**src/rtl/seq_detect_pkg.sv**
```systemverilog
// Shared definitions for the parametrised serial sequence detector.
//   overlap_e  : run-time detection mode as seen on the Overlap input
//   fill_width : width of the history fill counter for a given pattern length
package seq_detect_pkg;

   typedef enum logic {
      OVERLAP_OFF = 1'b0,
      OVERLAP_ON  = 1'b1
   } overlap_e;

   // Fill counts 0..pat_w-1; never narrower than one bit.
   function automatic int unsigned fill_width(input int unsigned pat_w);
      int unsigned w;
      w = $clog2(pat_w);
      return (w < 1) ? 1 : w;
   endfunction

endpackage

```
**src/rtl/sat_counter.sv**
```systemverilog
// Saturating up-counter.
//   Clk   : clock, rising edge
//   Rst   : asynchronous reset, active-high, clears Count
//   Clr   : synchronous clear; an Inc in the same cycle leaves Count at 1
//   Inc   : increment request, ignored once Count is all-ones
//   Count : current count value
module sat_counter #(
   parameter int unsigned W = 8
) (
   input  logic         Clk,
   input  logic         Rst,
   input  logic         Clr,
   input  logic         Inc,
   output logic [W-1:0] Count
);

   always_ff @(posedge Clk or posedge Rst) begin
      if (Rst) begin
         Count <= '0;
      end else if (Clr) begin
         Count <= Inc ? W'(1) : '0;
      end else if (Inc && (Count != '1)) begin
         Count <= Count + W'(1);
      end
   end

endmodule

```
**src/rtl/seq_detect_param.sv**
```systemverilog
// Parametrised serial sequence detector.
// Matches a run-time loadable PAT_W-bit pattern (first received bit = MSB)
// against the stream of accepted Din bits, with overlapping or
// non-overlapping detection chosen per match by Overlap.
//   Clk     : clock, rising edge
//   Rst     : asynchronous reset, active-high
//   En      : Din qualifier; a bit is accepted when En=1 and PatLoad=0
//   Din     : serial data bit
//   Overlap : 1 overlapping, 0 non-overlapping detection
//   PatLoad : load PatIn as the pattern, flushing history
//   PatIn   : new pattern value
//   CntClr  : synchronous clear of Count
//   Q       : registered match pulse, one cycle after the completing bit
//   Hit     : combinational match on the completing bit
//   Count   : saturating number of matches since reset/CntClr
module seq_detect_param
   import seq_detect_pkg::*;
#(
   parameter int unsigned          PAT_W       = 3,
   parameter logic [PAT_W-1:0]     DEFAULT_PAT = PAT_W'(3'b101),
   parameter int unsigned          CNT_W       = 8
) (
   input  logic             Clk,
   input  logic             Rst,
   input  logic             En,
   input  logic             Din,
   input  logic             Overlap,
   input  logic             PatLoad,
   input  logic [PAT_W-1:0] PatIn,
   input  logic             CntClr,
   output logic             Q,
   output logic             Hit,
   output logic [CNT_W-1:0] Count
);

   localparam int unsigned     FW        = fill_width(PAT_W);
   localparam logic [FW-1:0]   FILL_LAST = FW'(PAT_W - 1);

   logic [PAT_W-1:0] pattern;
   logic [PAT_W-2:0] hist;
   logic [FW-1:0]    fill;

   logic             accept;
   logic             match_now;
   logic [PAT_W-1:0] hist_din;
   logic [PAT_W-2:0] hist_shift;
   logic [FW-1:0]    fill_nxt;
   overlap_e         ovl_mode;

   assign accept     = En & ~PatLoad;
   assign hist_din   = {hist, Din};
   // Oldest bit falls off the top; also correct for PAT_W=2 where hist is 1 bit.
   assign hist_shift = hist_din[PAT_W-2:0];
   assign ovl_mode   = overlap_e'(Overlap);

   assign match_now  = accept & (fill == FILL_LAST) & (hist_din == pattern);
   assign Hit        = match_now & ~Rst;

   always_comb begin
      fill_nxt = fill;
      if (match_now) begin
         // Overlapping keeps the history usable; non-overlapping demands PAT_W fresh bits.
         fill_nxt = (ovl_mode == OVERLAP_ON) ? FILL_LAST : '0;
      end else if (fill != FILL_LAST) begin
         fill_nxt = fill + FW'(1);
      end
   end

   always_ff @(posedge Clk or posedge Rst) begin
      if (Rst) begin
         pattern <= DEFAULT_PAT;
         hist    <= '0;
         fill    <= '0;
         Q       <= 1'b0;
      end else begin
         Q <= match_now;
         if (PatLoad) begin
            pattern <= PatIn;
            hist    <= '0;
            fill    <= '0;
         end else if (En) begin
            hist <= hist_shift;
            fill <= fill_nxt;
         end
      end
   end

   sat_counter #(
      .W (CNT_W)
   ) u_count (
      .Clk   (Clk),
      .Rst   (Rst),
      .Clr   (CntClr),
      .Inc   (match_now),
      .Count (Count)
   );

endmodule

```
**config.mk**
```make
export PLATFORM = sky130hd
export DESIGN_NAME = seq_detect_param
export DESIGN_NICKNAME = d
export VERILOG_FILES = /design/src/rtl/seq_detect_pkg.sv /design/src/rtl/sat_counter.sv /design/src/rtl/seq_detect_param.sv
export SDC_FILE = /design/constraint.sdc
export NUM_CORES = 1
export LEC_CHECK = 0
export CAP_MARGIN = 0
export CORE_MARGIN = 5
export CORE_UTILIZATION = 35
export CTS_CLUSTER_DIAMETER = 120
export CTS_CLUSTER_SIZE = 20
export DETAILED_ROUTE_END_ITERATION = 6
export HOLD_SLACK_MARGIN = 0.02
export SYNTH_ARGS = -nofsm -noshare
export SYNTH_HDL_FRONTEND = slang
export SYNTH_SLANG_ARGS = --single-unit
```
**constraint.sdc**
```tcl
create_clock -name Clk -period 3.27 [get_ports Clk]
set_input_delay 0.327 -clock Clk [delete_from_list [all_inputs] [get_ports Clk]]
set_output_delay 0.327 -clock Clk [all_outputs]
set_load 0.02 [all_outputs]
```
== Word level (Yosys, flattened, before mapping) ==
Index checks and enable logic that the tools add are counted.
Widths: inputs -> output; s select.

* Flip-flop bits (word level): 16
* Bits in latches: 0
* RAM bits: 0
* Memory bits (read-only): 0
* Input bits: 10
* Output and inout port bits: 10
* Word-level logic and storage cells: 32
* Memories kept: 0

* $add $sub $neg: 2
* Multiply operators: 0
* Div/mod/pow operators: 0
* $lt $le $gt $ge: 0
* Eq/ne operators: 4
* Shift-type cells: 0
* Mux-type cells: 10
* Bitwise operators: 6
* Reduce and logical (&&, ||, !) cells: 5

{| class="wikitable"
|+ Operators with widths
! operator !! number
|-
| $mux 8 || 2
|-
| $mux 2 || 7
|-
| $add 8x1->8 const B || 1
|-
| $ne 8x8->1 const B || 1
|-
| $and 1x1->1 || 4
|-
| $reduce_bool 2->1 || 2
|-
| $eq 3x3->1 || 1
|-
| $reduce_bool 3->1 || 1
|-
| $add 2x1->2 const B || 1
|-
| $eq 2x2->1 const B || 1
|-
| $ne 2x2->1 const B || 1
|-
| $not 1->1 || 2
|-
| $reduce_and 2->1 || 1
|-
| $logic_and 1x1->1 || 1
|-
| $mux 1 || 1
|}

== Logic depth before layout (Yosys ltp) ==
Gate-level depths: netlist of run 1.

* Depth after elaboration: 7
* Gate-level depth with buffers: 8
* Gate-level depth less buffers: 7

== Modules after synthesis ==
Synthesis of run 1 repeated with hierarchy kept, for this count alone.

* Cell total of the unflattened synthesis: 82
* Area total of the unflattened synthesis: 867.1 sq um

{| class="wikitable"
|+ Modules (own cells, without submodules)
! module !! times used !! cells an instance !! area an instance (sq um) !! sequential area each (sq um)
|-
| sat_counter || 1 || 47 || 450.4 || 200.2
|-
| seq_detect_param || 1 || 35 || 416.6 || 202.7
|}

== Worst setup path before layout of run 1 ==
OpenSTA, ideal clock, no wires.

* Kind: register -> register
* From: register u_count.Count[4]
* To: register u_count.Count[5]
* Library setup time: 0.128 ns
* Arrival time: 1.665 ns
* Required time: 3.142 ns
* Setup slack: 1.478 ns
* Cell stages (with the launch flop): 7
* Buffers on the path: 2
* Clock period less this slack: 1.792 ns
* Path through: dfrtp_1 and4_1 buf_6 and4_4 buf_6 nor4_1 mux2_1

* Longest elaborated chain between the ends: 3
* Elaborated cells on any way between the ends: 6
* Those cells by class: 1 x add/sub; 1 x eq/ne; 2 x mux; 2 x reduce/logical

{| class="wikitable"
|+ RTL lines
! what !! RTL line !! text
|-
| start, declared || sat_counter.sv:14 || <nowiki>output logic [W-1:0] Count</nowiki>
|-
| start signal, assigned || sat_counter.sv:21 || <nowiki>Count <= Inc ? W'(1) : '0;</nowiki>
|-
| start signal, assigned || sat_counter.sv:23 || <nowiki>Count <= Count + W'(1);</nowiki>
|-
| $add 8x1->8 / $ne 8x8->1 (equally long branches) || sat_counter.sv:23, sat_counter.sv:22 ||
|-
| $mux 8 / $logic_and 1x1->1 (equally long branches) || sat_counter.sv:22 || <nowiki>end else if (Inc && (Count != '1)) begin</nowiki>
|-
| $mux 8 / $reduce_bool 2->1 (equally long branches) || -- ||
|}

Parallel ways exist; a longest one is shown, timed or not. The select of a mux whose other input is x is not followed.
A chain may end at the register's enable or synchronous reset.

== Final worst setup path of run 1 ==
* From: input PatLoad
* To: output Hit

* Longest elaborated chain between the ends: 5

{| class="wikitable"
|+ RTL lines
! what !! RTL line !! text
|-
| start, declared || seq_detect_param.sv:28 || <nowiki>input logic PatLoad,</nowiki>
|-
| $not 1->1 || seq_detect_param.sv:50 || <nowiki>assign accept = En & ~PatLoad;</nowiki>
|-
| $and 1x1->1 || seq_detect_param.sv:50 ||
|-
| $and 1x1->1 (2 in series) || seq_detect_param.sv:56 || <nowiki>assign match_now = accept & (fill == FILL_LAST) & (hist_din == pattern);</nowiki>
|-
| $and 1x1->1 || seq_detect_param.sv:57 || <nowiki>assign Hit = match_now & ~Rst;</nowiki>
|-
| end, declared || seq_detect_param.sv:32 || <nowiki>output logic Hit,</nowiki>
|}

No other way between the ends.

==> metrics.yaml, run 1 <==
path_class: "in -> out"
drc_errors: 0
htreeDepth: 1
crit_slowest_cell: "clkdlybuf4s50_1"
core-area_mm2: 0.00245
ys_seq_area_share_pct: 45.5
period_minus_slack_ns: 2.48
netlist_top_cells_area: "dfrtp_1 (40%), dfstp_2 (5.9%), mux2_2 (5.1%)"
yosysUniqueCellTypes: 34
cts_inserted_buffers: 3
hold_buffers: 0
max_slew_margin_pct: 60.0
grt_pass1_vias: 706
cp_max_fo: 14
critPathTopFamily: "buffers and inverters"
yosysWarningCount: 0
finalNetCount: 118
min_path_type: "in -> async"
gr-usage-all-layers_pct: 11.7
fin_crit_sh_pct: 76.0
max_stage_delay_ns: 0.60
ir_drop_v: 0.000175
insertion_delay_ns: 0.28
die_h_um: 60.3
arrival_ns: 2.16
wl_mm: 1.88
power.density_mw_per_mm2: 331
post-place-cells: 131
reg2reg_slack_ns: 1.29
synth_ff_type: "dfrtp_1"
diodes: 0
drt_iter0_drc: 24
cp.required_ns: 2.94
vias_per_cell: 5.33
setup_viol: 0
synth-seq-cells: 16
cts-root-buf: "clkbuf_4"
syn_inst: 87
startpoint_type: "input port"
avgSynthCellArea_um2: 10.2
syn_nets: 99
tightest_slew_ns: 0.599
synth_top_area_share_pct: 39.6
async_reset_ff_share_pct: 100
end_kind: "output port"
dp_hpwl_mm: 1.37
rr_worst_depth: 7
antenna_found_initial: 0
start_util_pct: 36.0
crit_chain: "clkdlybuf4s50_1, and3b_1, nand4_1, buf_4, nor2_1, clkdlybuf4s50_1"
syn_area_um2: 885
num_rows: 18
cap_violations: 0
drive_gt1_share_pct: 10.6
cts_tree: "yes"
max_freq_mhz: 403
critPathMostFrequentCell: "clkdlybuf4s50_1"
cts_resized: 0
p_leak_uw: 0.000446
io_pins: 20
die_x_um: 60.3
fin_skew_ns: 0.00328
vias: 714
post_cts_buffers: 0
synth_edf_count: 0
dr.pass1.iters: 4
clock-sinks: 16
setup_ws_ns: 0.786
crit_buf_inv: 3
gp_congestion: 0.814
regToRegEndpoint: "u_count.Count[5]"
clkTransAtPathRegs_ns: 0.08
grt-ovfl-total: 0
cts_buffer_depth: 2
grt_max_degree: 17
pre_cts_slack_ns: 0.800
hold_viol: 0
area_growth_syn_to_layout_pct: 24.6
grt_pass1_wl_mm: 3.04
slew_violations: 0
r2r_start: "fill[0]"
outcome: "finished clean"
dieArea_mm2: 0.00363
place.port_buffers: 19
final_common_cell: "clkdlybuf4s50_1"
post_drt_wl_per_cell_um: 14.0
fin_util_pct: 44.9
ant_nets: 0
rsz0062_at_grt: "false"
mostFrequentLayoutCells: "clkdlybuf4s50_1 (19), dfrtp_1 (14), nor2_1 (6), nand2_1 (6), nor2b_1 (5)"
yosys.area.top_type: "dfrtp_1"
setup_tns_ns: 0
layout.cells.non_filler: 134
[flip-flops by register name, indices dropped and copies added, names as in the netlist]
register       flops
Q                  1
fill               2
hist               2
pattern            3
u_count.Count      8
[worst register-to-register path, stage by stage (launching register included)]
cell and delay (ns):
dfrtp_1 0.40, inv_1 0.07, ha_1 0.20, and3b_1 0.17, nand4_1 0.10, buf_4 0.19, nor4_1 0.36, mux2_1 0.36
[worst max-delay path by stage]
stage | startpoint | endpoint | slack (ns) | depth (start not counted)
after detailed placement | PatLoad | Hit | 0.80 | 6
final | PatLoad | Hit | 0.79 | 6
after floorplan | u_count.Count[4] | u_count.Count[5] | 1.48 | 6
after CTS | PatLoad | Hit | 0.77 | 6
after global routing | PatLoad | Hit | 0.69 | 6
after global placement | PatLoad | Hit | 0.80 | 6
[cells in the mapped netlist (3+ instances only)]
cell type	instances
mux2i_1	3
nand2_1	6
nor2b_1	5
nor2_1	6
xnor2_1	3
dfrtp_1	14
a311oi_1	3
nand3_1	3
inv_1	4
mux2_2	4
o21ai_0	3
a21oi_1	3
[report_power, final]
part / switching (uW) / internal, uW
Sequential: 6.01 / 208
Clock: 57.1 / 42.7
Combinational: 24.4 / 26.9
[area by class of cell]
type,count,area (um2)
Fill cell,245,1350
Multi-Input combinational cell,61,427
Sequential cell,16,403
Timing Repair Buffer,20,198
Tap cell,30,37.5
Clock buffer,3,22.5
Inverter,4,15.0
[cell families after synthesis]
kind of cell | after synthesis | synth area share (%)
xor+xnor | 3 | 2.97
fa+ha+maj | 2 | 2.83
compound gates | 15 | 11.7
flops | 16 | 45.5
buf+inv | 10 | 6.22
simple gates | 33 | 20.9
mux | 8 | 9.76
[stage by stage]
step | area [um2] | total power (uW) | hold WS (ns)
after floorplan | 885 | 249 | 0.239
after global placement | 1080 | 267 | 0.506
after detailed placement | 1080 | 269 | 0.488
after CTS | 1100 | 374 | 0.452
after global routing | 1100 | 391 | 0.488
final | 1100 | 365 | 0.441
[layer usage]
| layer | up-vias | wire length (um) | GRT usage [%] |
|---|---|---|---|
| li1 | 350 | - | - |
| met1 | 338 | 868 | 13.7 |
| met2 | 20 | 856 | 18.7 |
| met3 | 6 | 97 | 2.38 |
| met4 | 0 | 57 | 8.54 |
| met5 | - | 0 | 0 |
No activity file was read; power rests on OpenSTA's default activity.
==> run 2: changes to the inputs <==
clock period = 2.45 ns   (was 3.27 ns; I/O delays follow)
==> run 2 against run 1 <==
- via count shrank 4.5%
- worst setup slack lost 0.58 ns
- critical endpoint unchanged
- total power grew 33%
- critical path depth is the same
==> metrics.yaml, run 2 (synthesis results as in run 1) <==
outcome: "finished clean"
sequentialPowerShare_pct: 58.6
startpoint_type: "flop"
antenna_found_initial: 0
path_class: "reg -> out"
period_minus_slack_ns: 2.24
crit_slowest_cell: "clkdlybuf4s50_1"
tightest_slew_ns: 0.611
grt-ovfl-total: 0
setup_tns_ns: 0
p_int_uw: 371
cap_violations: 0
power.density_mw_per_mm2: 434
vias: 682
gr-usage-all-layers_pct: 11.7
cts_tree: "yes"
diodes: 0
p_leak_uw: 0.000455
largest_reg_flops: 8
switchingPower_uw: 114
hold_buffers: 0
reg2reg_slack_ns: 0.46
post_drt_wl_per_cell_um: 13.6
clkPwrFrac_pct: 27.0
max_slew_margin_pct: 59.2
dieArea_mm2: 0.00363
ant_nets: 0
num_rows: 18
post_cts_buffers: 0
swShare_pct: 23.5
die_x_um: 60.3
crit_chain: "inv_1, ha_1, and3b_1, nand4_1, nor2_1, clkdlybuf4s50_1"
drt_iter0_drc: 19
crit_buf_inv: 2
grt_max_degree: 17
min_path_type: "in -> async"
rsz0062_at_grt: "false"
drive_gt1_share_pct: 12.3
start_util_pct: 36.0
p_comb_share_pct: 14.3
hold_viol: 0
clkTransAtPathRegs_ns: 0.09
vias_per_cell: 5.01
regMostFlops: "u_count.Count"
grt_pass1_vias: 692
fin_skew_ns: 0.00272
die_h_um: 60.3
htreeDepth: 1
cts-root-buf: "clkbuf_4"
io_pins: 20
max_stage_delay_ns: 0.61
reg_top3: "u_count.Count x8, pattern x3"
drc_errors: 0
r2r_start: "fill[0]"
cp.required_ns: 2.20
setup_viol: 0
insertion_delay_ns: 0.27
end_kind: "output port"
whs_ns: 0.379
dp_hpwl_mm: 1.33
area_growth_syn_to_layout_pct: 26.3
cts_resized: 0
design_power_total_uw: 485
critPathLaunch: "fill[0]"
layout.cells.non_filler: 136
slew_violations: 0
cts_buffer_depth: 2
core-area_mm2: 0.00245
max_freq_mhz: 446
wl_mm: 1.85
finalNetCount: 120
cp_max_fo: 4
grt_pass1_wl_mm: 3.23
mostFrequentLayoutCells: "clkdlybuf4s50_1 (19), dfrtp_1 (14), nor2_1 (6), nand2_1 (6), nor2b_1 (5)"
arrival_ns: 2.00
critPathTopFamily: "buffers and inverters"
cts_inserted_buffers: 3
place.port_buffers: 19
clock-sinks: 16
gp_congestion: 0.806
final_common_cell: "clkdlybuf4s50_1"
fin_crit_sh_pct: 91.6
dr.pass1.iters: 4
ir_drop_v: 0.000264
post-place-cells: 133
[run 2: final timing paths]
kind	endpoint	cells after the start
max	Hit	6
min	u_count.Count[2]	2
max reg2reg	u_count.Count[5]	7
min reg2reg	fill[0]	1
max in group asynchronous	Q	2
min in group Clk	fill[0]	1
[run 2: area by class of cell]
class | instances | area, um2
multi-input combinational | 61 | 427
sequential | 16 | 403
timing repair buffer | 22 | 213
fill | 220 | 1340
tap | 30 | 37.5
inverter | 4 | 15.0
clock buffer | 3 | 22.5
[run 2: metrics by stage]
step                      worst slack, ns  util [%]  area, um2
after detailed placement            0.405      44.6       1090
after global routing              0.00902      45.5       1120
after CTS                           0.167      45.5       1120
final                               0.207      45.5       1120
after floorplan                     0.658         -        885
after global placement              0.411      44.6       1090
[run 2: per-layer routing]
metal / vias to the layer above / part of all wire (%) / global-route usage, % / wire length (um)
met5: - / 0 / 0 / 0
met4: 0 / 1.0 / 4.11 / 19
met3: 2 / 5.7 / 2.81 / 105
met2: 16 / 44 / 17.4 / 805
met1: 312 / 50 / 16.3 / 919
li1: 352 / - / - / -
[run 2: power groups by stage]
stage	sequential, uW	clock, uW	combinational, uW
CTS	285	138	70.7
finish	285	131	69.6
floorplan	289	0	43.3
detailed placement	290	0	69.8
global placement	290	0	68.1
global route	287	150	79.5
